==> config.mk <==
export PLATFORM = sky130hd
export DESIGN_NAME = operand_bus_arbiter_flat
export DESIGN_NICKNAME = d
export VERILOG_FILES = /design/src/rtl/operand_bus_arbiter_pkg.sv /design/src/rtl/operand_bus_arbiter_if.sv /design/src/rtl/rr_pick4.sv /design/src/rtl/operand_bus_arbiter.sv /design/src/flat_wrapper.sv
export SDC_FILE = /design/constraint.sdc
export NUM_CORES = 1
export LEC_CHECK = 0
export BUFFER_PORTS_ARGS = -buffer_cell sky130_fd_sc_hd__buf_2
export CAP_MARGIN = 5
export CORE_MARGIN = 5
export CORE_UTILIZATION = 49
export DETAILED_ROUTE_END_ITERATION = 16
export PLACE_DENSITY = 0.79
export SKIP_CTS_REPAIR_TIMING = 1
export SLEW_MARGIN = 20
export SYNTH_ARGS = -nofsm -noshare
export SYNTH_HDL_FRONTEND = slang
export SYNTH_SLANG_ARGS = --single-unit
==> constraint.sdc <==
create_clock -name clk -period 2.8 [get_ports clk]
set_input_delay 0.7 -clock clk [delete_from_list [all_inputs] [get_ports clk]]
set_output_delay 0.7 -clock clk [all_outputs]
set_load 0.05 [all_outputs]
==> src/rtl/operand_bus_arbiter_pkg.sv <==
// operand_bus_arbiter_pkg: sizes, FSM encodings and helpers shared by the operand bus, register file and ALU
package operand_bus_arbiter_pkg;
  localparam int N_REQ = 4;
  localparam int SEL_W = 2;
  typedef enum logic [1:0] {ST_IDLE = 2'd0, ST_CAPTURE = 2'd1, ST_HOLD = 2'd2} state_t;
  function automatic logic [N_REQ-1:0] onehot(input logic [SEL_W-1:0] i);
    return N_REQ'(1) << i;
  endfunction
endpackage

==> src/rtl/operand_bus_arbiter_if.sv <==
// operand_bus_arbiter_if: requester handshake, mux select/return and ALU valid/ready channel
interface operand_bus_arbiter_if import operand_bus_arbiter_pkg::*; #(parameter int DATA_W = 8);
  logic [N_REQ-1:0] req;
  logic [N_REQ-1:0] ack;
  logic [SEL_W-1:0] sel;
  logic [DATA_W-1:0] mux_operand;
  logic [DATA_W-1:0] op_data;
  logic op_valid;
  logic op_ready;
  logic busy;
  modport master (input req, mux_operand, op_ready, output ack, sel, op_data, op_valid, busy);
  modport slave (output req, mux_operand, op_ready, input ack, sel, op_data, op_valid, busy);
endinterface

==> src/rtl/rr_pick4.sv <==
// rr_pick4: picks the first unmasked request at or after ptr, wrapping modulo 4
module rr_pick4 import operand_bus_arbiter_pkg::*; (
  input  logic [N_REQ-1:0] req,
  input  logic [N_REQ-1:0] mask,
  input  logic [SEL_W-1:0] ptr,
  output logic [SEL_W-1:0] gnt_idx,
  output logic             any
);
  logic [N_REQ-1:0] eff, rot;
  logic [SEL_W-1:0] off;
  always_comb begin
    eff = req & ~mask;
    rot = N_REQ'({eff, eff} >> ptr);
    off = rot[0] ? 2'd0 : rot[1] ? 2'd1 : rot[2] ? 2'd2 : 2'd3;
    gnt_idx = ptr + off;
    any = |eff;
  end
endmodule

==> src/rtl/operand_bus_arbiter.sv <==
// operand_bus_arbiter: round-robin share of the operand bus, captures the mux output and hands it to the ALU
module operand_bus_arbiter import operand_bus_arbiter_pkg::*; #(parameter int DATA_W = 8) (
  input logic clk,
  input logic rst_n,
  operand_bus_arbiter_if.master bus
);
  state_t state, state_n;
  logic [SEL_W-1:0] ptr, ptr_n, sel_n, pick_ptr, gnt_idx;
  logic [N_REQ-1:0] ack_n, pick_mask;
  logic [DATA_W-1:0] data_n;
  logic valid_n, any, accept;
  assign accept = state == ST_HOLD && bus.op_valid && bus.op_ready;
  // on accept the granted requester drops to lowest priority and is excluded from the same-edge re-arbitration
  assign pick_ptr = state == ST_HOLD ? bus.sel + SEL_W'(1) : ptr;
  assign pick_mask = state == ST_HOLD ? onehot(bus.sel) : '0;
  assign bus.busy = state != ST_IDLE;
  rr_pick4 u_pick (.req(bus.req), .mask(pick_mask), .ptr(pick_ptr), .gnt_idx(gnt_idx), .any(any));
  always_comb begin
    state_n = state;
    ptr_n = ptr;
    sel_n = bus.sel;
    ack_n = '0;
    data_n = bus.op_data;
    valid_n = bus.op_valid;
    case (state)
      ST_IDLE: begin
        sel_n = any ? gnt_idx : bus.sel;
        state_n = any ? ST_CAPTURE : ST_IDLE;
      end
      ST_CAPTURE: begin
        data_n = bus.mux_operand;
        valid_n = 1'b1;
        ack_n = onehot(bus.sel);
        state_n = ST_HOLD;
      end
      ST_HOLD: if (accept) begin
        ptr_n = pick_ptr;
        valid_n = 1'b0;
        sel_n = any ? gnt_idx : bus.sel;
        state_n = any ? ST_CAPTURE : ST_IDLE;
      end
      default: state_n = ST_IDLE;
    endcase
  end
  always_ff @(posedge clk or negedge rst_n) begin
    if (!rst_n) begin
      state <= ST_IDLE;
      ptr <= '0;
      bus.sel <= '0;
      bus.ack <= '0;
      bus.op_data <= '0;
      bus.op_valid <= 1'b0;
    end else begin
      state <= state_n;
      ptr <= ptr_n;
      bus.sel <= sel_n;
      bus.ack <= ack_n;
      bus.op_data <= data_n;
      bus.op_valid <= valid_n;
    end
  end
endmodule

==> src/flat_wrapper.sv <==
// flat-port wrapper written by rule: the top's interface ports become plain ports
module operand_bus_arbiter_flat import operand_bus_arbiter_pkg::*;
#(parameter int DATA_W = 8)
  (clk, rst_n, bus_req, bus_mux_operand, bus_op_ready, bus_ack, bus_sel, bus_op_data, bus_op_valid, bus_busy);
  operand_bus_arbiter_if #(.DATA_W(DATA_W)) bus_i ();
  input logic clk;
  input logic rst_n;
  input wire logic [$bits(bus_i.req)-1:0] bus_req;
  input wire logic [$bits(bus_i.mux_operand)-1:0] bus_mux_operand;
  input wire logic [$bits(bus_i.op_ready)-1:0] bus_op_ready;
  output wire logic [$bits(bus_i.ack)-1:0] bus_ack;
  output wire logic [$bits(bus_i.sel)-1:0] bus_sel;
  output wire logic [$bits(bus_i.op_data)-1:0] bus_op_data;
  output wire logic [$bits(bus_i.op_valid)-1:0] bus_op_valid;
  output wire logic [$bits(bus_i.busy)-1:0] bus_busy;
  assign bus_i.req = bus_req;
  assign bus_i.mux_operand = bus_mux_operand;
  assign bus_i.op_ready = bus_op_ready;
  assign bus_ack = bus_i.ack;
  assign bus_sel = bus_i.sel;
  assign bus_op_data = bus_i.op_data;
  assign bus_op_valid = bus_i.op_valid;
  assign bus_busy = bus_i.busy;
  operand_bus_arbiter #(.DATA_W(DATA_W)) u_core (.clk(clk), .rst_n(rst_n), .bus(bus_i));
endmodule
* Word-level counts from Yosys, hierarchy flattened
Index checks and enable logic that the tools add are counted.
Cells by class: add/subtract/negate cells 2, equality and inequality tests 3, shifts and indexed selects 2, muxes and demuxes 14, bitwise gates (word level) 2, reduce and logical (&&, ||, !) cells 10
Operators by type and width (count):
- $mux 2 | 6
- $mux 4 | 2
- $shr 8x2->3 | 1
- $pmux 2 s3 | 1
- $reduce_and 2->1 | 3
- $reduce_bool 2->1 | 3
- $and 4x4->4 | 1
- $not 4->4 | 1
- $pmux 2 s2 | 1
- $reduce_or 4->1 | 1
- $shl 1x2->4 const A | 1
- $mux 1 | 3
- $add 2x1->2 const B | 1
- $add 2x2->2 | 1
- $eq 2x1->1 const B | 1
- $eq 2x2->1 const B | 1
- $logic_and 1x1->1 | 2
- $logic_not 2->1 | 1
- $ne 2x1->1 const B | 1
- $pmux 1 s2 | 1
Storage, ports and cells: register bits 19

* Logic depth before layout (Yosys ltp)
Gate-level depths: netlist of the first run.
depth after elaboration 12, gate-level depth with buffers 10, gate-level depth less buffers 10

* By module
Synthesis of the first run repeated with hierarchy kept, for this count alone.
Second synthesis, totals: cells, all modules 84, area total of the unflattened synthesis 973.4 um^2
Modules (own cells, without submodules):
- operand_bus_arbiter | instances 1, cells an instance 62, area each 824.5 um^2
- rr_pick4 | instances 1, cells an instance 22, area each 148.9 um^2

* Least setup slack after synthesis of the first run
OpenSTA, ideal clock, no wires.
kind register to register, from register u_core.bus.sel[0], to register u_core.bus.sel[0], arrival time 2513 ps, data required time 2664 ps, slack 152 ps, stages on the path, launching flop included 11, period minus slack after synthesis 2648 ps, cell sequence dfrtp_1 > inv_1 > ha_1 > and3b_1 > a2111oi_0 > o21ai_0 > o211a_1 > a31oi_1 > ha_1 > nand2_1 > o21ai_0
On the way: longest elaborated chain between the ends 12, elaborated cells on any way between the ends 15
RTL lines:
- start, declared | line operand_bus_arbiter_if.sv:11 | modport master (input req, mux_operand, op_ready, output ack, sel, op_data, op_valid, busy);
- start signal, assigned | line operand_bus_arbiter.sv:56 | bus.sel <= sel_n;
- parallel branches: the longest is 8 deep, another holds $add 2x1->2
- $add 2x2->2 (*) | line rr_pick4.sv:15 | gnt_idx = ptr + off;
- via u_core.gnt_idx[0] | line operand_bus_arbiter.sv:8 | logic [SEL_W-1:0] ptr, ptr_n, sel_n, pick_ptr, gnt_idx;
- $mux 2 (*) | line operand_bus_arbiter.sv:27, operand_bus_arbiter.sv:39
- $mux 2 | line operand_bus_arbiter.sv:36 | ST_HOLD: if (accept) begin
- $pmux 2 s2 (*) | line operand_bus_arbiter.sv:25 | case (state)
Mark *: on every way through the listed nets, which the timed path passes. The select of a mux whose other input is x is not followed. A chain may end at the register's enable or synchronous reset.

* Worst setup path after layout of the first run
Same ends and word-level chain as after synthesis.

==> results.sh, run 1 <==
export IMPL_rr_endpoint="u_core.bus.sel[0]$_DFFE_PN0P_"
export IMPL_place_hpwl_mm=1.581
export IMPL_hold_class="input pin to async pin"
export IMPL_first_iter_violations=4
export IMPL_critPathMaxFanout=5
export IMPL_cts_tree="built"
export IMPL_fin_skew_ns=0.004265
export IMPL_synth_area_leaders="dfrtp_1 48%, mux2_2 10%, ha_1 6.3%"
export IMPL_finalWirelength_mm=1.941
export IMPL_critPathKind="register to register"
export IMPL_netlist_area_um2=994.7
export IMPL_drtAntennaViolNets=0
export IMPL_clockRootBuffer="clkbuf_4"
export IMPL_synth_most_common_cell="dfrtp_1"
export IMPL_nFillCells=182
export IMPL_synth_async_reset_ratio=1.000
export IMPL_viasPerCell=5.282
export IMPL_setup_worst_path_end_class="register"
export IMPL_vias=787
export IMPL_fp_dieW_um=55.06
export IMPL_yosys_warnings=0
export IMPL_fmax_ghz=0.3925
export IMPL_setup_viol=0
export IMPL_clkLatencyLatePin_ns=0.29
export IMPL_dpl_cell_count=145
export IMPL_rrSetupSlack_ns=0.25
export IMPL_critPathMaxStageDelay_ns=0.50
export IMPL_num_rows=16
export IMPL_cts_max_path_buffers=2
export IMPL_ys_flop_type="dfrtp_1"
export IMPL_antenna_found_initial=0
export IMPL_synth_fp_nets=110
export IMPL_status="complete, no violations"
export IMPL_rsz0062_at_grt="no"
export IMPL_synth_common_cells="19 x dfrtp_1, 9 x mux2_2, 8 x nand2_1"
export IMPL_cp_required_ns=2.96
export IMPL_wl_per_cell_um=13.03
export IMPL_cts_buffers=3
export IMPL_io_pins=31
export IMPL_ys_ff_latch=19
export IMPL_final_nets=143
export IMPL_arrival_ns=2.71
export IMPL_die_h_um=55.06
export IMPL_wl_met2_mm=1.037
export IMPL_route_met3_wl_um=86
export IMPL_dieArea_um2=3031
export IMPL_initial_core_util=0.5122
export IMPL_clkTransAtPathRegs_ns=0.10
export IMPL_reg2reg_depth=10
export IMPL_grt_overflow=0
export IMPL_slew_violations=0
export IMPL_fin_crit_ns=2.548
export IMPL_cp_cell_sequence="inv_1, ha_1, and3b_1, a2111oi_0, o21ai_0, o211a_1, a31oi_1, ha_1, nand2_1, o21ai_0"
export IMPL_top_layer="met4"
export IMPL_drc=0
export IMPL_synth_edf_count=0
export IMPL_final_hold_viol_count=0
export IMPL_avgSynthCellArea_um2=11.05
export IMPL_grt_usage=0.1513
export IMPL_seq_area_frac_synth=0.4780
export IMPL_maxCapViolCount=0
export IMPL_grt_max_degree=20
export IMPL_areaGrowthSynthToFinish_pct=20.25
export IMPL_cp_slowest_cell="a2111oi_0"
export IMPL_post_route_period_util=0.9099
export IMPL_grt_pass1_wl_mm=3.215
export IMPL_yosys_area_top_type="dfrtp_1"
export IMPL_slew_limit_headroom=0.4054
export IMPL_htree_levels=1
export IMPL_synthDistinctLibCells=35
export IMPL_start_kind="register"
export IMPL_reg2reg_from="u_core.bus.sel[0]$_DFFE_PN0P_"
export IMPL_grt_pass1_vias=730
export IMPL_io_buffers=30
export IMPL_gp_congestion=0.8217
export IMPL_syn_inst=90
export IMPL_dr_pass1_iters=4
export IMPL_worstMarginPinSlew_ns=0.8901
export IMPL_wl_met1_um=805
export IMPL_finalSetupTns_ns=0
export IMPL_num_antenna_cells=0
export IMPL_fin_cells=149
export IMPL_synth_top_area_frac=0.4780
export IMPL_cts_sinks=19
export IMPL_core_um2=1942
export IMPL_post_route_cells_drive_above_1_share=0.3770
-- state kept, by name, summed over array words and instances (netlist names) --
name	cells
u_core.bus.op_valid	1
u_core.bus.ack	4
u_core.bus.sel	2
u_core.bus.op_data	8
u_core.state	2
u_core.ptr	2
-- routing by layer --
metal,vias to the layer above,GRT usage
met5,-,0
met4,0,0.03644
met2,18,0.2736
met3,2,0.04826
met1,384,0.1715
li1,383,-
-- critical path: cells and delay by family, from the launching register on --
family | cells | cell delay (ns)
AO/OA/AOI/OAI | 5 | 1.05
flip-flops | 1 | 0.42
AND/OR/NAND/NOR | 2 | 0.28
adder cells (fa/ha/maj) | 2 | 0.57
buffers and inverters | 1 | 0.11
-- how the worst max path moves through the flow --
stage,start,to,cells past startpoint
floorplan,u_core.bus.sel[0]$_DFFE_PN0P_,u_core.bus.sel[0]$_DFFE_PN0P_,10
global placement,u_core.bus.sel[0]$_DFFE_PN0P_,u_core.bus.sel[0]$_DFFE_PN0P_,10
detailed placement,u_core.bus.sel[0]$_DFFE_PN0P_,u_core.bus.sel[0]$_DFFE_PN0P_,10
CTS,u_core.bus.sel[0]$_DFFE_PN0P_,u_core.bus.sel[0]$_DFFE_PN0P_,10
global route,u_core.bus.sel[0]$_DFFE_PN0P_,u_core.bus.sel[0]$_DFFE_PN0P_,10
finish,u_core.bus.sel[0]$_DFFE_PN0P_,u_core.bus.sel[0]$_DFFE_PN0P_,10
-- layout make-up --
cell class,instances,area [µm²],area share
clock buffers,4,26.28,0.02197
inverters,6,22.52,0.01883
multi-input cells,63,488.0,0.4079
repair buffers,30,150.1,0.1255
well taps,27,33.78,0.02824
flip-flops and latches,19,475.5,0.3975
-- layout by cell type (no fill, tap or decap), types with 2 or more instances in the layout --
cell / count
buf_2: 30
dfrtp_1: 19
mux2_2: 9
nand2_1: 8
inv_1: 6
o21ai_0: 5
ha_1: 5
and2_1: 4
clkbuf_4: 3
nand2b_1: 2
nand3b_1: 2
nor2_1: 2
nor2b_1: 2
a31oi_1: 2
a21oi_1: 2
-- cells by family (layout without fill, tap and decap cells) --
logic type | Yosys count | count (layout) | share of synthesized area
buf+inv | 8 | 40 | 0.03144
simple gates | 27 | 27 | 0.1547
fa+ha+maj | 5 | 5 | 0.06289
flops | 19 | 19 | 0.4780
compound gates | 21 | 21 | 0.1610
mux | 10 | 10 | 0.1120
-- through the flow --
step | utilization | hold WS (ns) | area (µm²) | setup slack (ns)
finish | 0.6160 | 0.3230 | 1196 | 0.2521
global route | 0.6160 | 0.3370 | 1196 | 0.006272
CTS | 0.6160 | 0.3340 | 1196 | 0.2404
detailed placement | 0.6024 | 0.4912 | 1170 | 0.2584
global placement | 0.6024 | 0.4795 | 1170 | 0.3688
floorplan | - | 0.4044 | 994.7 | 0.1516
Power of run 1 is left out: the tool's default activity adds up to more than one toggle a clock period on the data nets, which glitch-free logic cannot reach.
==> run 2, diff against run 1 <==
--- a/config.mk
+++ b/config.mk
@@ -7,6 +7,7 @@
 export LEC_CHECK = 0
 export BUFFER_PORTS_ARGS = -buffer_cell sky130_fd_sc_hd__buf_2
 export CAP_MARGIN = 5
+export CORE_ASPECT_RATIO = 1.5
 export CORE_MARGIN = 5
 export CORE_UTILIZATION = 49
 export DETAILED_ROUTE_END_ITERATION = 16
==> run 2 against run 1 <==
Final area increased by 0.21%. Global-route usage about the same. First-iteration DRC count increased to 5.0 times the previous value. Sequential cell count unchanged. Clock-buffer cell count unchanged. Clock skew increased by 0.0030 ns. Die area increased by 0.61%. Setup slack got worse by 0.00071 ns. Via count increased by 2.8%.
==> results.sh, run 2 (same netlist as run 1, synthesis figures left out) <==
export IMPL_fin_crit_ns=2.549
export IMPL_fmax_ghz=0.3924
export IMPL_crit_buf_inv=1
export IMPL_viasPerCell=5.579
export IMPL_fin_area_um2=1199
export IMPL_place_hpwl_mm=1.670
export IMPL_grtUsageMet1=0.1640
export IMPL_num_rows=20
export IMPL_rsz0062_at_grt="no"
export IMPL_placed_area_um2=1171
export IMPL_maxCapViolCount=0
export IMPL_setup_viol=0
export IMPL_crit_family="compound AO/OA/AOI/OAI gates"
export IMPL_drtAntennaViolNets=0
export IMPL_cts_tree="built"
export IMPL_cts_max_path_buffers=2
export IMPL_antenna_found_initial=0
export IMPL_io_pins=31
export IMPL_use_met2=0.2704
export IMPL_post_route_period_util=0.9102
export IMPL_cp_cell_sequence="inv_1, ha_1, and3b_1, a2111oi_1, o21ai_0, o211a_1, a31oi_1, ha_1, nand2_1, o21ai_0"
export IMPL_gp_congestion=0.8071
export IMPL_mostFrequentLayoutCells="30 x buf_2, 19 x dfrtp_1, 9 x mux2_2"
export IMPL_critPathMaxFanout=5
export IMPL_cts_buffers=3
export IMPL_use_met3=0.02192
export IMPL_fp_dieW_um=46.79
export IMPL_nFillCells=169
export IMPL_fin_skew_ns=0.007257
export IMPL_critPathMaxStageDelay_ns=0.51
export IMPL_worstMarginPinSlew_ns=0.5769
export IMPL_wl_per_cell_um=14.51
export IMPL_top_register="u_core.bus.op_data"
export IMPL_top_regs="u_core.bus.op_data: 8 flops, u_core.bus.ack: 4 flops"
export IMPL_first_iter_violations=20
export IMPL_grt_max_degree=20
export IMPL_setup_worst_path_end_class="register"
export IMPL_die_h_um=65.18
export IMPL_seq_area_um2=475.5
export IMPL_slew_violations=0
export IMPL_hold_class="input pin to async pin"
export IMPL_initial_core_util=0.5032
export IMPL_cp_required_ns=2.95
export IMPL_finalSetupTns_ns=0
export IMPL_post_route_cells_drive_above_1_share=0.3821
export IMPL_status="complete, no violations"
export IMPL_clkLatencyLatePin_ns=0.29
export IMPL_slew_limit_headroom=0.6146
export IMPL_layout_commonest_cell="buf_2"
export IMPL_drc=0
export IMPL_areaGrowthSynthToFinish_pct=20.50
export IMPL_grt_pass1_vias=801
export IMPL_cts_sinks=19
export IMPL_final_hold_viol_count=0
export IMPL_io_buffers=30
export IMPL_clkTransAtPathRegs_ns=0.10
export IMPL_cp_slowest_cell="a2111oi_1"
export IMPL_finalWirelength_mm=2.104
export IMPL_arrival_ns=2.70
export IMPL_dieArea_um2=3049
export IMPL_worstSetupStartpoint="u_core.bus.sel[0]$_DFFE_PN0P_"
export IMPL_grt_usage=0.1516
export IMPL_busiest_layer="met2"
export IMPL_start_kind="register"
export IMPL_reg2reg_from="u_core.bus.sel[0]$_DFFE_PN0P_"
export IMPL_dpl_cell_count=141
export IMPL_grt_pass1_wl_mm=3.346
export IMPL_largest_reg_flops=8
export IMPL_vias=809
export IMPL_core_um2=1977
export IMPL_final_nets=144
export IMPL_fin_cells=145
export IMPL_htree_levels=1
export IMPL_critPathKind="register to register"
export IMPL_grt_overflow=0
export IMPL_clockRootBuffer="clkbuf_4"
export IMPL_num_antenna_cells=0
export IMPL_dr_pass1_iters=4
export IMPL_multiInputGateArea_um2=489.2
==> run 2: changes by cell type in the layout (fill, tap and decap cells not counted), sizes merged <==
cell,before,now
buf,30,31
==> run 2: path summary, 6_finish.rpt <==
kind	depth (start not counted)	end	slack [ns]
min in group clk	2	u_core.ptr[0]$_DFFE_PN0P_	0.50
worst min-delay path	1	u_core.bus.op_data[2]$_DFFE_PN0P_	0.32
worst max register to register	10	u_core.bus.sel[0]$_DFFE_PN0P_	0.25
max in group asynchronous	1	u_core.bus.op_data[5]$_DFFE_PN0P_	2.18
worst max-delay path	10	u_core.bus.sel[0]$_DFFE_PN0P_	0.25
worst min register to register	2	u_core.ptr[0]$_DFFE_PN0P_	0.50
==> run 2: final cells by class <==
cell class                 count  share of cell area
multi-input combinational     63              0.4081
sequential                    19              0.3967
inverter                       6             0.01879
clock buffer                   4             0.02192
tap                           22             0.02296
timing repair buffer          31              0.1315
==> run 2: metrics by stage <==
| stage | util | hold slack (ns) | setup slack, ns |
|---|---|---|---|
| after global routing | 0.6063 | 0.3604 | 0.08375 |
| after floorplan | - | 0.4044 | 0.1516 |
| after CTS | 0.6057 | 0.3298 | 0.2617 |
| after detailed placement | 0.5924 | 0.4843 | 0.2811 |
| final | 0.6063 | 0.3237 | 0.2514 |
| after global placement | 0.5924 | 0.4744 | 0.3707 |
==> run 2: layer usage <==
metal  share of wire  vias up
met5               0        -
li1                -      389
met4           0.016        0
met3           0.083        4
met2            0.51       35
met1            0.39      381
==> run 2: worst reg2reg max path, stage by stage, from the launching register on <==
cell and delay, ns:
dfrtp_1 0.41, inv_1 0.11, ha_1 0.31, and3b_1 0.21
a2111oi_1 0.51, o21ai_0 0.15, o211a_1 0.15, a31oi_1 0.16
ha_1 0.26, nand2_1 0.06, o21ai_0 0.09
Power of run 2 is left out for the same reason.
==> run 3, diff against run 2 <==
--- a/config.mk
+++ b/config.mk
@@ -11,7 +11,7 @@
 export CORE_MARGIN = 5
 export CORE_UTILIZATION = 49
 export DETAILED_ROUTE_END_ITERATION = 16
-export PLACE_DENSITY = 0.79
+export PLACE_DENSITY = 0.77
 export SKIP_CTS_REPAIR_TIMING = 1
 export SLEW_MARGIN = 20
 export SYNTH_ARGS = -nofsm -noshare
==> run 3 against run 2 <==
Setup slack improved by 0.037 ns. Sequential share of layout area increased by 0.25 points. Clock-buffer cell count unchanged. Critical path type unchanged.
==> results.sh, run 3 (same netlist as run 1, synthesis figures left out) <==
export IMPL_worstMarginPinSlew_ns=0.9063
export IMPL_cts_max_path_buffers=2
export IMPL_setup_viol=0
export IMPL_seq_area_um2=475.5
export IMPL_antenna_found_initial=0
export IMPL_rr_endpoint="u_core.bus.sel[1]$_DFFE_PN0P_"
export IMPL_grt_max_degree=20
export IMPL_critPathKind="register to register"
export IMPL_dr_pass1_iters=4
export IMPL_core_um2=1977
export IMPL_slew_limit_headroom=0.3946
export IMPL_final_nets=143
export IMPL_cts_sinks=19
export IMPL_placed_area_um2=1164
export IMPL_critPathMaxFanout=5
export IMPL_multiInputGateArea_um2=489.2
export IMPL_post_route_cells_drive_above_1_share=0.3770
export IMPL_grt_overflow=0
export IMPL_top_regs="u_core.bus.op_data: 8 flops, u_core.bus.ack: 4 flops"
export IMPL_first_iter_violations=21
export IMPL_final_hold_viol_count=0
export IMPL_rrSetupSlack_ns=0.29
export IMPL_grt_usage=0.1668
export IMPL_reg2reg_from="u_core.bus.sel[1]$_DFFE_PN0P_"
export IMPL_htree_levels=1
export IMPL_layout_commonest_cell="buf_2"
export IMPL_finalWirelength_mm=2.117
export IMPL_finalSetupTns_ns=0
export IMPL_gp_congestion=0.8602
export IMPL_drc=0
export IMPL_holdWs_ns=0.3286
export IMPL_drtAntennaViolNets=0
export IMPL_fin_crit_ns=2.511
export IMPL_num_rows=20
export IMPL_hold_class="input pin to async pin"
export IMPL_mostFrequentLayoutCells="30 x buf_2, 19 x dfrtp_1, 9 x mux2_2"
export IMPL_maxCapViolCount=0
export IMPL_num_antenna_cells=0
export IMPL_areaGrowthSynthToFinish_pct=19.75
export IMPL_fmax_ghz=0.3982
export IMPL_cp_required_ns=3.01
export IMPL_initial_core_util=0.5032
export IMPL_fin_area_um2=1191
export IMPL_vias=801
export IMPL_reg2reg_depth=10
export IMPL_io_buffers=30
export IMPL_grt_pass1_wl_mm=3.684
export IMPL_grt_pass1_vias=815
export IMPL_dieArea_um2=3049
export IMPL_wl_per_cell_um=14.70
export IMPL_clkTransAtPathRegs_ns=0.10
export IMPL_cts_buffers=3
export IMPL_largest_reg_flops=8
export IMPL_clockRootBuffer="clkbuf_4"
export IMPL_fin_ws_ns=0.2886
export IMPL_status="complete, no violations"
export IMPL_rsz0062_at_grt="no"
export IMPL_viasPerCell=5.563
export IMPL_top_register="u_core.bus.op_data"
export IMPL_fin_skew_ns=0.001234
export IMPL_start_kind="register"
export IMPL_arrival_ns=2.72
export IMPL_clkLatencyLatePin_ns=0.28
export IMPL_io_pins=31
export IMPL_place_hpwl_mm=1.665
export IMPL_slew_violations=0
export IMPL_fp_dieW_um=46.79
export IMPL_nFillCells=190
export IMPL_setup_worst_path_end_class="register"
export IMPL_pre_cts_ws_ns=0.2614
export IMPL_die_h_um=65.18
export IMPL_cts_tree="built"
export IMPL_post_route_period_util=0.8969
-- run 3: layout make-up --
cell class                      instances  area share
Inverter                                6     0.01891
Timing Repair Buffer                   30      0.1261
Sequential cell                        19      0.3992
Clock buffer                            4     0.02206
Tap cell                               22     0.02311
Multi-Input combinational cell         63      0.4107
-- run 3: through the flow --
step | util | instances
global placement | 0.5886 | 140
floorplan | - | 90
global route | 0.6025 | 144
CTS | 0.6019 | 144
detailed placement | 0.5886 | 140
finish | 0.6025 | 144
-- run 3: how the worst max path moves through the flow --
stage | startpoint | slack, ns | end
finish | u_core.bus.sel[1]$_DFFE_PN0P_ | 0.29 | u_core.bus.sel[1]$_DFFE_PN0P_
global route | u_core.bus.sel[0]$_DFFE_PN0P_ | 0.06 | u_core.bus.sel[1]$_DFFE_PN0P_
CTS | u_core.bus.sel[0]$_DFFE_PN0P_ | 0.22 | u_core.bus.sel[1]$_DFFE_PN0P_
detailed placement | u_core.bus.sel[0]$_DFFE_PN0P_ | 0.26 | u_core.bus.sel[1]$_DFFE_PN0P_
global placement | u_core.bus.sel[0]$_DFFE_PN0P_ | 0.39 | u_core.bus.sel[0]$_DFFE_PN0P_
floorplan | u_core.bus.sel[0]$_DFFE_PN0P_ | 0.15 | u_core.bus.sel[0]$_DFFE_PN0P_
-- run 3: metal layers --
layer  GRT usage  share of wire  vias up  wire, µm
met2      0.2823           0.54       29      1142
met3     0.02740          0.074        2       156
met5           0              0        -         0
met4     0.07612          0.013        0        27
li1            -              -      384         -
met1      0.1961           0.37      386       790
-- run 3: worst max-delay path: stages (launching register included) --
cell and delay, ns:
dfrtp_1 0.45, inv_1 0.11, ha_1 0.31, and3b_1 0.23, a2111oi_1 0.46, o21ai_0 0.14, o211a_1 0.16, a31oi_1 0.14
ha_1 0.19, o41ai_1 0.08, a31oi_1 0.17
Power of run 3 is left out for the same reason.
